[src/rtl/dsp_mem_stage.sv]
// dsp_mem_stage: memory / write-back stage of the DSP datapath.
//
// Accepts one decoded operation per valid/ready handshake and turns it into
// banked SRAM requests and a single-cycle register-file write-back pulse.
// Loads stall upstream until the SRAM read data has come back. Every request
// and write-back output is a register.
//
// Ports
//   i_clk, i_rst        clock, synchronous active-high reset
//   i_in_valid          operation present from decode
//   o_in_ready          stage can accept an operation this cycle
//   i_mem_mode          0 NONE, 1 LD, 2 ST, 3 LD_IMM, 4..7 illegal
//   i_data_s1           LD/ST address (bank in the top bits) or LD_IMM literal
//   i_data_s2           store data
//   i_alu_result        write-back value for NONE
//   i_write_back_en     NONE writes i_alu_result back when 1
//   i_dest_idx          destination register
//   o_sram_addr         address shared by all banks
//   o_sram_wdata        store data
//   o_sram_we           one-hot bank write strobe
//   o_sram_re           one-hot bank read strobe
//   i_sram_rdata        bank b read data at [b*WORD_LEN +: WORD_LEN]
//   o_wb_valid          register-file write strobe, one cycle
//   o_wb_data           write-back value
//   o_wb_idx            write-back register
//   o_err_illegal       sticky flag: an illegal mem_mode was accepted
module dsp_mem_stage #(
    parameter int WORD_LEN    = 16,
    parameter int ADDR_LEN    = 8,
    parameter int NUM_BANKS   = 2,
    parameter int RD_LAT      = 1,
    parameter int REG_IDX_LEN = 4
) (
    input  logic                          i_clk,
    input  logic                          i_rst,
    input  logic                          i_in_valid,
    output logic                          o_in_ready,
    input  logic [2:0]                    i_mem_mode,
    input  logic [WORD_LEN-1:0]           i_data_s1,
    input  logic [WORD_LEN-1:0]           i_data_s2,
    input  logic [WORD_LEN-1:0]           i_alu_result,
    input  logic                          i_write_back_en,
    input  logic [REG_IDX_LEN-1:0]        i_dest_idx,
    output logic [ADDR_LEN-1:0]           o_sram_addr,
    output logic [WORD_LEN-1:0]           o_sram_wdata,
    output logic [NUM_BANKS-1:0]          o_sram_we,
    output logic [NUM_BANKS-1:0]          o_sram_re,
    input  logic [NUM_BANKS*WORD_LEN-1:0] i_sram_rdata,
    output logic                          o_wb_valid,
    output logic [WORD_LEN-1:0]           o_wb_data,
    output logic [REG_IDX_LEN-1:0]        o_wb_idx,
    output logic                          o_err_illegal
);

    localparam int BANK_BITS = (NUM_BANKS > 1) ? $clog2(NUM_BANKS) : 0;
    // Bank index vectors keep at least one bit so a single-bank build stays legal.
    localparam int BANK_W    = (BANK_BITS > 0) ? BANK_BITS : 1;
    localparam int CNT_W     = 2;

    localparam logic [2:0] MODE_NONE   = 3'd0;
    localparam logic [2:0] MODE_LD     = 3'd1;
    localparam logic [2:0] MODE_ST     = 3'd2;
    localparam logic [2:0] MODE_LD_IMM = 3'd3;

    typedef enum logic [1:0] {
        S_IDLE     = 2'd0,
        S_RD_ISSUE = 2'd1,
        S_RD_WAIT  = 2'd2
    } state_t;

    state_t                   r_state;
    logic [CNT_W-1:0]         r_cnt;
    logic [BANK_W-1:0]        r_bank;
    logic [REG_IDX_LEN-1:0]   r_ld_idx;
    logic [ADDR_LEN-1:0]      r_sram_addr;
    logic [WORD_LEN-1:0]      r_sram_wdata;
    logic [NUM_BANKS-1:0]     r_sram_we;
    logic [NUM_BANKS-1:0]     r_sram_re;
    logic                     r_wb_valid;
    logic [WORD_LEN-1:0]      r_wb_data;
    logic [REG_IDX_LEN-1:0]   r_wb_idx;
    logic                     r_err_illegal;

    logic                     w_accept;
    logic [BANK_W-1:0]        w_bank;
    logic [NUM_BANKS-1:0]     w_bank_oh;
    logic [WORD_LEN-1:0]      w_rdata_sel;

    // Bank select comes from the top bits of the address operand.
    generate
        if (BANK_BITS > 0) begin : g_bank_sel
            assign w_bank = i_data_s1[WORD_LEN-1 -: BANK_W];
        end else begin : g_bank_single
            assign w_bank = 1'b0;
        end
    endgenerate

    // Ready is dropped while reset is held so nothing is accepted during reset.
    assign o_in_ready = (r_state == S_IDLE) & ~i_rst;
    assign w_accept   = i_in_valid & o_in_ready;

    // One-hot decode of the bank selected by the incoming operation.
    always_comb begin
        w_bank_oh = '0;
        for (int b = 0; b < NUM_BANKS; b++) begin
            w_bank_oh[b] = (w_bank == BANK_W'(b));
        end
    end

    // Read-data mux driven by the bank latched when the load was issued.
    always_comb begin
        w_rdata_sel = '0;
        for (int b = 0; b < NUM_BANKS; b++) begin
            w_rdata_sel = (r_bank == BANK_W'(b)) ? i_sram_rdata[b*WORD_LEN +: WORD_LEN]
                                                 : w_rdata_sel;
        end
    end

    // Stage FSM together with all registered SRAM and write-back outputs.
    always_ff @(posedge i_clk) begin
        if (i_rst) begin
            r_state       <= S_IDLE;
            r_cnt         <= '0;
            r_bank        <= '0;
            r_ld_idx      <= '0;
            r_sram_addr   <= '0;
            r_sram_wdata  <= '0;
            r_sram_we     <= '0;
            r_sram_re     <= '0;
            r_wb_valid    <= 1'b0;
            r_wb_data     <= '0;
            r_wb_idx      <= '0;
            r_err_illegal <= 1'b0;
        end else begin
            // Strobes are single-cycle pulses unless re-armed below.
            r_sram_we  <= '0;
            r_sram_re  <= '0;
            r_wb_valid <= 1'b0;
            case (r_state)
                S_IDLE: begin
                    if (w_accept) begin
                        case (i_mem_mode)
                            MODE_NONE: begin
                                if (i_write_back_en) begin
                                    r_wb_valid <= 1'b1;
                                    r_wb_data  <= i_alu_result;
                                    r_wb_idx   <= i_dest_idx;
                                end
                            end
                            MODE_LD: begin
                                r_sram_re   <= w_bank_oh;
                                r_sram_addr <= i_data_s1[ADDR_LEN-1:0];
                                r_bank      <= w_bank;
                                r_ld_idx    <= i_dest_idx;
                                r_state     <= S_RD_ISSUE;
                            end
                            MODE_ST: begin
                                r_sram_we    <= w_bank_oh;
                                r_sram_addr  <= i_data_s1[ADDR_LEN-1:0];
                                r_sram_wdata <= i_data_s2;
                            end
                            MODE_LD_IMM: begin
                                r_wb_valid <= 1'b1;
                                r_wb_data  <= i_data_s1;
                                r_wb_idx   <= i_dest_idx;
                            end
                            default: begin
                                r_err_illegal <= 1'b1;
                            end
                        endcase
                    end
                end
                S_RD_ISSUE: begin
                    // The read strobe is live this cycle; count the remaining latency.
                    r_cnt   <= CNT_W'(RD_LAT - 1);
                    r_state <= S_RD_WAIT;
                end
                S_RD_WAIT: begin
                    if (r_cnt == '0) begin
                        r_wb_valid <= 1'b1;
                        r_wb_data  <= w_rdata_sel;
                        r_wb_idx   <= r_ld_idx;
                        r_state    <= S_IDLE;
                    end else begin
                        r_cnt <= r_cnt - CNT_W'(1);
                    end
                end
                default: begin
                    r_state <= S_IDLE;
                end
            endcase
        end
    end

    assign o_sram_addr   = r_sram_addr;
    assign o_sram_wdata  = r_sram_wdata;
    assign o_sram_we     = r_sram_we;
    assign o_sram_re     = r_sram_re;
    assign o_wb_valid    = r_wb_valid;
    assign o_wb_data     = r_wb_data;
    assign o_wb_idx      = r_wb_idx;
    assign o_err_illegal = r_err_illegal;

endmodule

[config.mk]
export PLATFORM = sky130hd
export DESIGN_NAME = dsp_mem_stage
export DESIGN_NICKNAME = d
export VERILOG_FILES = /design/src/rtl/dsp_mem_stage.sv
export SDC_FILE = /design/constraint.sdc
export NUM_CORES = 1
export LEC_CHECK = 0
export BUFFER_PORTS_ARGS = -buffer_cell sky130_fd_sc_hd__clkbuf_2
export CAP_MARGIN = 20
export CORE_UTILIZATION = 40
export CTS_BUF_LIST = sky130_fd_sc_hd__clkbuf_4 sky130_fd_sc_hd__clkbuf_8
export CTS_CLUSTER_SIZE = 10
export DETAILED_ROUTE_END_ITERATION = 16
export GPL_TIMING_DRIVEN = 0
export PLACE_DENSITY = 0.75
export SLEW_MARGIN = 20
export SYNTH_ARGS = -nofsm -noshare
export SYNTH_HDL_FRONTEND = slang
export SYNTH_SLANG_ARGS = --single-unit
[constraint.sdc]
create_clock -name i_clk -period 2 [get_ports i_clk]
set_clock_uncertainty 0.1 [all_clocks]
set_input_delay 0.2 -clock i_clk [delete_from_list [all_inputs] [get_ports i_clk]]
set_output_delay 0.2 -clock i_clk [all_outputs]
set_load 0.005 [all_outputs]
== Yosys cells after proc, flatten, opt, wreduce, memory -nomap -nowiden ==
Cells that the tools add are included.
Word-level totals
  bits in registers: 59
  bits in latches: 0
  memory bits (writable): 0
  memory bits (read-only): 0
  bits of input ports: 91
  output and inout bits: 51
  logic and storage cells: 71
  memories: 0
Cells by class
  add/sub/neg operators: 1
  multiply operators: 0
  div/mod/pow operators: 0
  order comparisons: 0
  equal/unequal tests: 11
  shifts and indexed selects: 0
  muxes and demuxes: 22
  bitwise operators: 9
  reduce and logical (&&, ||, !) cells: 16
Operator list (count)
  16-bit 2-to-1 mux: 4
  16-bit case mux with 2 select lines: 2
  4-bit case mux with 2 select lines: 2
  3-bit AND reduction: 5
  4-bit 2-to-1 mux: 3
  4-bit OR reduction: 3
  2-bit 2-to-1 mux: 4
  1-bit inverter: 7
  3-bit by 2-bit == test with 1-bit output (second input constant): 2
  2-bit inequality test (second input constant): 3
  2-bit case mux with 3 select lines: 1
  5-bit AND reduction: 1
  2-bit logical NOT: 2
  1-bit case mux with 2 select lines: 2
  2-bit case mux with 2 select lines: 1
  2-bit nonzero test: 2
  3-bit by 1-bit == test with 1-bit output (second input constant): 1
  3-bit logical NOT: 1
  1-bit 2-to-1 mux: 3
  3-bit by 1-bit inequality test with 1-bit output (second input constant): 1
  3-bit inequality test (second input constant): 1
  1-bit bitwise AND: 2
  2-bit by 1-bit == test with 1-bit output (second input constant): 1
  2-bit == test (second input constant): 1
  other kinds (4): 4

== Logic depth before layout (Yosys ltp) ==
Gate-level depths: netlist of run 1.
  word-level depth: 5
  mapped depth: 7
  mapped depth without buffers: 6

== Worst setup path after synthesis of run 1 ==
No wires, ideal clock.
  kind: reg-to-reg
  start: register r_state[1]
  end: register r_sram_wdata[0], in the netlist o_sram_wdata[0]
  library setup time: 0.128 ns
  arrival: 1.354 ns
  data required time: 1.772 ns
  setup slack: 0.419 ns
  stages on the path, launching flop included: 8
  buffers on the path: 3
  clock period less this slack: 1.581 ns
  cells stage by stage: dfxtp_1 buf_6 nor3_4 nand4b_1 buf_4 buf_6 mux2i_1 nor2_1
Between the ends
  longest elaborated chain between the ends: 4
RTL lines
  start: declaration: RTL line 71  | state_t r_state;
  start signal: assignment: RTL line 122  | r_state <= S_IDLE;
  start signal: assignment: RTL line 155  | r_state <= S_RD_ISSUE;
  start signal: assignment: RTL line 176  | r_state <= S_RD_WAIT;
  2-bit logical NOT: RTL line 99  | assign o_in_ready = (r_state == S_IDLE) & ~i_rst;
  1-bit bitwise AND: RTL line 99
  via o_in_ready: RTL line 37  | output logic o_in_ready,
  1-bit bitwise AND: RTL line 100  | assign w_accept = i_in_valid & o_in_ready;
  3-bit AND reduction (no source line)
  end signal: assignment: RTL line 160  | r_sram_wdata <= i_data_s2;
  end: declaration: RTL line 76  | logic [WORD_LEN-1:0] r_sram_wdata;
The timed path passes the listed nets, and every way through them passes these cells.
A chain may end at the register's enable or synchronous reset.

== Worst setup path in the final report of run 1 ==
  start: register r_state[0]
  end: register r_sram_wdata[13], in the netlist o_sram_wdata[13]
Between the ends
  longest elaborated chain between the ends: 4
RTL lines (RTL line)
  2-bit logical NOT (*): 99, 139
  1-bit bitwise AND: 99
  1-bit bitwise AND: 100
  3-bit AND reduction (no source line) (*)
Every way passes the cells marked *; elsewhere a longest branch is shown, timed or not.

==> qor.csv, run 1 <==
metric,value,unit
cts_max_path_buffers,2,
crit_fanout,10,
tns,0,ns
outcome,completed,
synthArstFlopShare,0,%
cts_sinks,59,
powerDensity,617,nW/µm²
synth-seq-cells,59,
drt-total-wl,8410,µm
hp-class,in2reg,
post-place-ws,0.101,ns
grt_pass1_vias,2753,
worst_ir_drop_vdd,0.000448,V
fin_cells,560,
worst_setup_path_start_kind,flop,
synth_largest_area_cell,dfxtp_1,
gp_congestion,0.735,
critPathKind,reg2reg,
port_buffers,139,
cts_tree,yes,
yosysMostFrequentCell,dfxtp_1,
finalWorstSetupSlack,0.130,ns
avgRoutedWirePerCell,15.0,µm
grt_usage,22.9,%
post-route-drc-count,0,
synth_area_leaders,"dfxtp_1, mux2i_1, o31ai_2",
drive_gt1_share,41.2,%
fin_nets,552,
report.final.slew_viol_count,0,
synth-edff-count,0,
clk_pin_slew,0.07,ns
fin_util,58.6,%
grt_pass1_wl,13100,µm
fmax,535,MHz
antenna_left,0,
start_util,42.0,%
synth_top_area_share,40.7,%
antenna_cells,0,
cp_data_required_time,2.10,ns
cp.arrival,1.97,ns
row_count,30,
cts-root-buf,clkbuf_8,
critical_path.cell_chain,buf_4 -> nor3_4 -> nand4b_1 -> buf_4 -> buf_6 -> mux2i_1 -> nor2_1,
cts.htree.levels,3,
cpMostUsedCell,buf_4,
syn_inst,294,
grt_max_degree,11,
setup_viol,0,
dpl.hpwl,6140,µm
tightest_slew,0.701,ns
grt_overflow,0,
crit_family,simple AND/OR/NAND/NOR gates,
clk_latency,0.34,ns
syn_area_per_cell,9.87,µm²
vias_per_cell,5.12,
finalCritPeriodShare,93.5,%
hold_viol_final,0,
max_stage_delay,0.32,ns
drt_iter0_drc,106,
coreArea,6910,µm²
netlist_area,2900,µm²
die_w,87.2,µm
grt_antenna_before_repair,0,
postCtsSetupBuffers,0,
num_io_pins,142,
path_buf_inv,3,
finalCriticalPeriod,1.87,ns
rsz0062_at_grt,no,
yosys_most_used_dff,dfxtp_1,
die_y,87.2,µm
yosysUniqueCellTypes,35,
syn_nets,386,
cp-end-kind,flop,
cts_buffers,9,
slowest_stage,nor3_4,
dp_cells,529,
die_area,7600,µm²
finalPower,2.50,mW
max-slew-margin-rel,53.2,%
vias,2869,
synthTopCellsByCount,"dfxtp_1, mux2i_1, nor2_1",
syn_to_final_growth,39.4,%
ys_seq_area_share,40.7,%
yosys_warnings,0,
p_leak,2.06,nW
first_pass_iters,4,
cap_violations,0,
## layout by cell type, fill, tap and decap left out, types with 8 or more instances in the layout
cell | synthesis | routed
a21oi_1 | 16 | 16
a22o_1 | 15 | 15
buf_2 | 8 | 8
clkbuf_1 | 11 | 11
clkbuf_2 | 0 | 139
clkbuf_8 | 0 | 10
dfxtp_1 | 59 | 59
dlygate4sd3_1 | 0 | 16
mux2i_1 | 51 | 51
nand2_1 | 17 | 17
nand4b_1 | 21 | 21
nor2_1 | 39 | 39
o31ai_2 | 17 | 17
## cell families (layout without fill, tap and decap cells)
logic type | Yosys count | after routing | synth area share, %
and+or+nand+nor | 91 | 91 | 17.6
DFF | 59 | 59 | 40.7
AOI/OAI and AO/OA | 58 | 58 | 17.5
muxes | 51 | 51 | 17.6
buffers and inverters | 33 | 203 | 5.90
adders and majority gates | 1 | 1 | 0.431
xor gates and xnor gates | 1 | 1 | 0.302
## timing repair
| action | 4_1_cts | 5_1_grt |
|---|---|---|
| endpoints found under the hold margin | 17 | 0 |
| hold buffers | 16 | 0 |
| gates resized for setup | 0 | 0 |
## flip-flops by register name, summed over array words and instances, names as in the netlist, 2 cells and up
| register | flops |
|---|---|
| o_sram_addr | 8 |
| o_sram_re | 2 |
| o_sram_wdata | 16 |
| o_sram_we | 2 |
| o_wb_data | 16 |
| o_wb_idx | 4 |
| r_cnt | 2 |
| r_ld_idx | 4 |
| r_state | 2 |
## worst register-to-register path, delay by kind of cell (launching register included)
family / cells / cell delay, ns
and+or+nand+nor: 3 / 0.61
muxes: 1 / 0.16
buffers and inverters: 3 / 0.57
DFF: 1 / 0.30
## metrics by stage
| step | hold slack [ns] | area (µm²) |
|---|---|---|
| finish | 0.0115 | 4050 |
| global route | 0.0226 | 4050 |
| CTS | 0.00547 | 4050 |
| detailed placement | 0.329 | 3720 |
| global placement | 0.325 | 3720 |
| floorplan | 0.172 | 2900 |
## cell type report
type	instances	area, µm²
buffer	29	156
clock buffer	10	138
clock inverter	5	30.0
fill	675	2860
inverter	4	15.0
multi-input combinational	202	1550
sequential	59	1180
tap	96	120
timing repair buffer	155	856
## worst paths after layout
kind	cells past startpoint	slack [ns]	startpoint	end
worst min register to register	2	0.37	o_err_illegal	o_err_illegal
worst max register to register	7	0.13	r_state[0]	o_sram_wdata[13]
worst min-delay path	3	0.01	i_data_s1[4]	o_sram_addr[4]
worst max-delay path	7	0.13	r_state[0]	o_sram_wdata[13]
## power by group
part | total (mW) | internal (mW) | switching (mW)
Sequential | 1.21 | 1.20 | 0.0111
Combinational | 0.340 | 0.179 | 0.161
Clock | 0.950 | 0.469 | 0.481
## per-layer routing
layer / GRT usage (%) / wire length, µm
met1: 27.4 / 3530
met2: 39.8 / 3970
met3: 7.01 / 809
met4: 6.41 / 102
met5: 0 / 0
(Power assumes the default switching activity.)
==> run 2, diff against run 1 <==
ABC_AREA = 1   (was unset)
==> run 2 against run 1 <==
Clock-buffer cell count is 2 higher. Synthesized cell count is 59% higher. Critical path depth stayed put. Cell area is 3.5% higher. Maximum frequency is 19% higher. Total power is 8.6% higher. Die area is 2.7% higher. Combinational power is 8.5% higher. Register-to-register slack better by 0.30 ns. Largest cell class unchanged.
==> qor.csv, run 2 <==
metric,value,unit,change
outcome,completed,,unchanged
rsz0062_at_grt,no,,unchanged
cp_data_required_time,2.13,ns,was 2.10 ns
grt_overflow,0,,unchanged
synth_largest_area_cell,dfxtp_1,,unchanged
fill_cells,719,,was 675
final_cell_mix,"clkbuf_2, nand2_1, nor2_1, inv_1, dfxtp_1",,"was clkbuf_2, dfxtp_1, mux2i_1, nor2_1, nand4b_1"
regArea,1180,µm²,unchanged
combPwrFrac,13.6,%,about the same
vias,3407,,"was 2,869"
report.final.slew_viol_count,0,,unchanged
first_pass_iters,4,,unchanged
grt_max_degree,11,,unchanged
cts_buffers,9,,unchanged
synthTopCellsByCount,"nand2_1, nor2_1, inv_1",,"was dfxtp_1, mux2i_1, nor2_1"
p_int,2.01,mW,was 1.84 mW
worst_ir_drop_vdd,0.000407,V,was 0.000448 V
swShare,25.7,%,was 26.2%
drt_iter0_drc,120,,was 106
tightest_slew,0.497,ns,was 0.701 ns
cts_resized,0,,unchanged
crit_family,simple AND/OR/NAND/NOR gates,,unchanged
syn_inst,467,,was 294
critPathKind,reg2reg,,unchanged
yosys_most_used_dff,dfxtp_1,,unchanged
drt-total-wl,8810,µm,was 8410 µm
max_stage_delay,0.36,ns,was 0.32 ns
p_leak,2.38,nW,was 2.06 nW
slowest_stage,dfxtp_1,,was nor3_4
finalCriticalPeriod,1.57,ns,was 1.87 ns
crit_fanout,10,,unchanged
coreArea,7210,µm²,was 6910 µm²
cts_sinks,59,,unchanged
hold_viol_final,0,,unchanged
whs,0.0108,ns,was 0.0115 ns
layout_commonest_cell,clkbuf_2,,unchanged
finalCritPeriodShare,78.6,%,was 93.5%
powerDensity,648,nW/µm²,was 617 nW/µm²
num_io_pins,142,,unchanged
yosys_warnings,0,,unchanged
grt_pass1_wl,13900,µm,"was 13,100 µm"
critical_path.cell_chain,nor2_4 -> nand3_4 -> nor2_4 -> inv_2 -> buf_2 -> nor2_1 -> nor2_1,,was buf_4 -> nor3_4 -> nand4b_1 -> buf_4 -> buf_6 -> mux2i_1 -> nor2_1
synthArstFlopShare,0,%,unchanged
port_buffers,141,,was 139
cp-end-kind,flop,,unchanged
path_buf_inv,2,,was 3
synth_top_area_share,39.6,%,was 40.7%
cts.htree.levels,3,,unchanged
postCtsSetupBuffers,0,,unchanged
p_clk_share,41.3,%,was 38.0%
syn_nets,559,,was 386
cts_max_path_buffers,2,,unchanged
vias_per_cell,4.60,,was 5.12
multi_input_area,1410,µm²,was 1550 µm²
die_w,88.4,µm,was 87.2 µm
drive_gt1_share,28.5,%,was 41.2%
gp_congestion,0.815,,was 0.735
antenna_cells,0,,unchanged
grt_usage,23.5,%,was 22.9%
die_area,7810,µm²,was 7600 µm²
avgRoutedWirePerCell,11.9,µm,was 15.0 µm
fin_util,58.0,%,was 58.6%
row_count,31,,was 30
worst_setup_path_start_kind,flop,,unchanged
tns,0,ns,unchanged
p_sw,698,µW,was 653 µW
netlist_area,2980,µm²,was 2900 µm²
clk_latency,0.34,ns,about the same
max-slew-margin-rel,66.9,%,was 53.2%
hp-class,in2reg,,unchanged
dpl.hpwl,6510,µm,was 6140 µm
antenna_left,0,,unchanged
grt_antenna_before_repair,0,,unchanged
cp.arrival,1.70,ns,was 1.97 ns
synth_area_leaders,"dfxtp_1, nand2_1, nor2_1",,"was dfxtp_1, mux2i_1, o31ai_2"
die_y,88.4,µm,was 87.2 µm
p_seq_share,45.1,%,was 48.4%
grt_pass1_vias,3159,,"was 2,753"
syn_to_final_growth,40.3,%,was 39.4%
syn_area_per_cell,6.39,µm²,was 9.87 µm²
synth-edff-count,0,,unchanged
yosysUniqueCellTypes,22,,was 35
cts_tree,yes,,unchanged
fmax,636,MHz,was 535 MHz
yosysMostFrequentCell,nand2_1,,was dfxtp_1
clk_pin_slew,0.07,ns,about the same
cap_violations,0,,unchanged
synth-seq-cells,59,,unchanged
post-route-drc-count,0,,unchanged
start_util,41.4,%,was 42.0%
fin_nets,728,,was 552
ys_seq_area_share,39.6,%,was 40.7%
cts-root-buf,clkbuf_8,,unchanged
setup_viol,0,,unchanged
run 2: through the flow:
step / area [µm²] / power (mW) / cells / setup slack, ns
2_1_floorplan: 2980 / 1.42 / 467 / 0.629
3_3_place_gp: 3810 / 1.58 / 707 / 0.450
3_5_place_dp: 3810 / 1.59 / 707 / 0.427
4_1_cts: 4190 / 2.73 / 740 / 0.421
5_1_grt: 4190 / 2.83 / 740 / 0.268
6_report: 4190 / 2.71 / 740 / 0.429
run 2: power by group through the flow:
stage	logic [mW]	clock network, mW	registers (mW)
2_1_floorplan	0.167	0	1.25
6_report	0.369	1.12	1.22
5_1_grt	0.418	1.19	1.23
3_3_place_gp	0.334	0	1.25
4_1_cts	0.368	1.14	1.22
3_5_place_dp	0.340	0	1.25
run 2: cell families after synthesis:
logic type,after synthesis,synth area share [%]
AOI/OAI and AO/OA,53,10.4
and+or+nand+nor,257,36.4
DFF,59,39.6
adders and majority gates,1,0.419
buffers and inverters,97,13.2
run 2: cell type report:
| class | instances | share of cell area [%] |
|---|---|---|
| Multi-Input combinational cell | 311 | 33.7 |
| Sequential cell | 59 | 28.2 |
| Timing Repair Buffer | 158 | 20.9 |
| Inverter | 77 | 6.90 |
| Clock buffer | 12 | 3.65 |
| Tap cell | 99 | 2.96 |
| Buffer | 20 | 2.51 |
| Clock inverter | 4 | 1.20 |
run 2: metal layers:
layer  track usage (%)  part of all wire, %  vias to the layer above
met1              26.1                   42                     1502
met3              7.00                  7.8                       21
met5                 0                    0                        -
li1                  -                    -                     1759
met2              41.3                   48                      125
met4              11.0                  2.7                        0
run 2: tightest hold or removal path: cells and delay by family:
| family | cells | cell delay (ns) |
|---|---|---|
| buffers and inverters | 1 | 0.07 |
| AND/OR/NAND/NOR | 2 | 0.14 |
run 2: repair_timing:
| item | 4_1_cts | 5_1_grt |
|---|---|---|
| endpoints found under the hold margin | 18 | 0 |
| hold buffers | 17 | 0 |
| setup endpoints to repair | 0 | 0 |
run 2: final timing paths:
check | from | to | slack (ns) | depth (start not counted)
max | r_state[1] | o_sram_wdata[0] | 0.43 | 7
min | i_data_s2[2] | o_sram_wdata[2] | 0.01 | 3
max reg2reg | r_state[1] | o_sram_wdata[0] | 0.43 | 7
min reg2reg | r_cnt[0] | r_cnt[0] | 0.33 | 1
==> run 3, diff against run 2 <==
PLACE_DENSITY = 0.77   (was 0.75)
clock period = 1.3 ns   (was 2 ns; I/O delays follow)
==> run 3 against run 2 <==
The run now ends with negative setup slack left. Sequential power rose by 54%. Die area did not move. Routed wire length rose by 14%. Register-to-register slack got worse by 0.62 ns. Critical path depth rose by 3. Non-clock buffer count rose by 36. Critical path type unchanged. Largest cell class unchanged.
==> qor.csv, run 3 (synthesis gave the netlist of run 2 again) <==
metric,value,unit,change
cts_tree,yes,,unchanged
setup_viol,54,,was 0
whs,0.0619,ns,was 0.0108 ns
grt_use_met3,5.13,%,was 7.00%
hold_viol_final,0,,unchanged
critPathKind,reg2reg,,unchanged
start_util,41.4,%,unchanged
hold_depth,5,,was 3
report.final.slew_viol_count,0,,unchanged
antenna_cells,0,,unchanged
final_cell_mix,"clkbuf_2, nand2_1, inv_1, nor2_1, dfxtp_1",,"was clkbuf_2, nand2_1, nor2_1, inv_1, dfxtp_1"
fin_cells,776,,was 740
finalWorstSetupSlack,-0.190,ns,was 0.429 ns
finalCriticalPeriod,1.49,ns,was 1.57 ns
row_count,31,,unchanged
cts_max_path_buffers,2,,unchanged
cts_buffers,9,,unchanged
fin_nets,764,,was 728
vias,3604,,"was 3,407"
grt_antenna_before_repair,0,,unchanged
die_area,7810,µm²,unchanged
first_pass_iters,4,,unchanged
worst_ir_drop_vdd,0.000604,V,was 0.000407 V
num_io_pins,142,,unchanged
drive_gt1_share,38.7,%,was 28.5%
critical_path.cell_chain,buf_6 -> inv_4 -> nor2_4 -> nand2_4 -> nand2_8 -> nand2_8 -> buf_4 -> nand2_1 -> nand2_1 -> nor2_1,,was nor2_4 -> nand3_4 -> nor2_4 -> inv_2 -> buf_2 -> nor2_1 -> nor2_1
placed_area,3830,µm²,was 3810 µm²
cp-end-kind,flop,,unchanged
dpl.hpwl,6680,µm,was 6510 µm
max-slew-margin-rel,64.4,%,was 66.9%
outcome,"complete, but fails checks",,was completed
crit_fanout,7,,was 10
post-route-drc-count,0,,unchanged
multi_input_area,1620,µm²,was 1410 µm²
cts-root-buf,clkbuf_8,,unchanged
finalCritPeriodShare,115,%,was 78.6%
syn_to_final_growth,61.4,%,was 40.3%
hold_end,o_wb_data[5],,was o_sram_wdata[2]
cts_sinks,59,,unchanged
port_buffers,141,,unchanged
antenna_left,0,,unchanged
met1_usage,27.2,%,was 26.1%
rr_startpoint,r_state[1],,unchanged
cp_data_required_time,1.46,ns,was 2.13 ns
hp-class,in2reg,,unchanged
worst_setup_path_start_kind,flop,,unchanged
regArea,1190,µm²,was 1180 µm²
grt_pass1_wl,14900,µm,"was 13,900 µm"
grt_usage,25.1,%,was 23.5%
grt_busiest_layer,met2,,unchanged
reg2reg_depth,10,,was 7
clk_latency,0.33,ns,was 0.34 ns
grt_pass1_vias,3323,,"was 3,159"
fmax,671,MHz,was 636 MHz
grt_overflow,0,,unchanged
powerDensity,882,nW/µm²,was 648 nW/µm²
r2r_slack,-0.19,ns,was 0.43 ns
slowest_stage,dfxtp_4,,was dfxtp_1
cp.arrival,1.65,ns,was 1.70 ns
die_y,88.4,µm,unchanged
vias_per_cell,4.64,,was 4.60
max_stage_delay,0.37,ns,was 0.36 ns
cap_violations,0,,unchanged
r2r_end,o_wb_data[1],,was o_sram_wdata[0]
coreArea,7210,µm²,unchanged
rsz0062_at_grt,yes,,was no
drt-total-wl,10000,µm,was 8810 µm
clk_pin_slew,0.08,ns,was 0.07 ns
cts.htree.levels,3,,unchanged
use_met2,47.2,%,was 41.3%
drt_iter0_drc,149,,was 120
gp_congestion,0.817,,was 0.815
min-delay-start,i_sram_rdata[5],,was i_data_s2[2]
layout_commonest_cell,clkbuf_2,,unchanged
violations,negative setup slack,,
dp_cells,707,,unchanged
grt_max_degree,12,,was 11
fill_cells,636,,was 719
tns,-6.34,ns,was 0 ns
die_w,88.4,µm,unchanged
finalInstanceArea,4820,µm²,was 4190 µm²
avgRoutedWirePerCell,12.9,µm,was 11.9 µm
p_leak,2.59,nW,was 2.38 nW
tightest_slew,0.534,ns,was 0.497 ns
crit_start,r_state[1],,unchanged
run 3: power by group:
part	internal (mW)	total [mW]	switching, mW
sequential	1.85	1.88	0.0283
combinational	0.348	0.713	0.365
clock	0.877	1.65	0.777
total	3.08	4.25	1.17
run 3: worst max-delay path by stage:
stage / endpoint / slack [ns] / depth (start not counted)
2_1_floorplan: o_sram_wdata[0] / -0.05 / 7
3_3_place_gp: o_wb_data[7] / -0.20 / 8
3_5_place_dp: o_sram_wdata[9] / -0.24 / 6
4_1_cts: o_sram_wdata[9] / -0.12 / 7
5_1_grt: o_wb_data[1] / -0.26 / 10
6_report: o_wb_data[1] / -0.19 / 10
run 3: area by class of cell:
type	instances	share of cell area, %
Multi-Input combinational cell	311	33.6
Buffer	19	3.17
Timing Repair Buffer	195	25.7
Clock buffer	9	2.57
Inverter	77	6.26
Clock inverter	7	1.43
Sequential cell	59	24.7
Tap cell	99	2.57
run 3: per-stage QoR:
step	power [mW]	util, %	worst slack, ns
6_report	4.25	66.8	-0.190
5_1_grt	4.44	66.8	-0.258
4_1_cts	4.21	63.5	-0.121
3_5_place_dp	2.45	53.1	-0.243
3_3_place_gp	2.44	53.1	-0.202
2_1_floorplan	2.18	-	-0.0503
run 3: what timing repair did:
action | in CTS | in global routing
hold endpoints to repair | 31 | 0
hold buffers | 29 | 0
pin swaps | 20 | 22
gates resized for setup | 53 | 54
endpoints found under the setup margin | 55 | 56
setup buffers | 14 | 7
cloned | 2 | 2
run 3: layer usage:
layer | share of wire, % | up-vias
li1 | - | 1833
met1 | 40 | 1615
met2 | 51 | 135
met3 | 6.6 | 21
met4 | 2.2 | 0
met5 | 0 | -
run 3: worst max-delay path: cells and delay by family, from the launching register on:
kind	cells	cell delay, ns
and+or+nand+nor	7	0.68
buffers and inverters	3	0.27
DFF	1	0.37
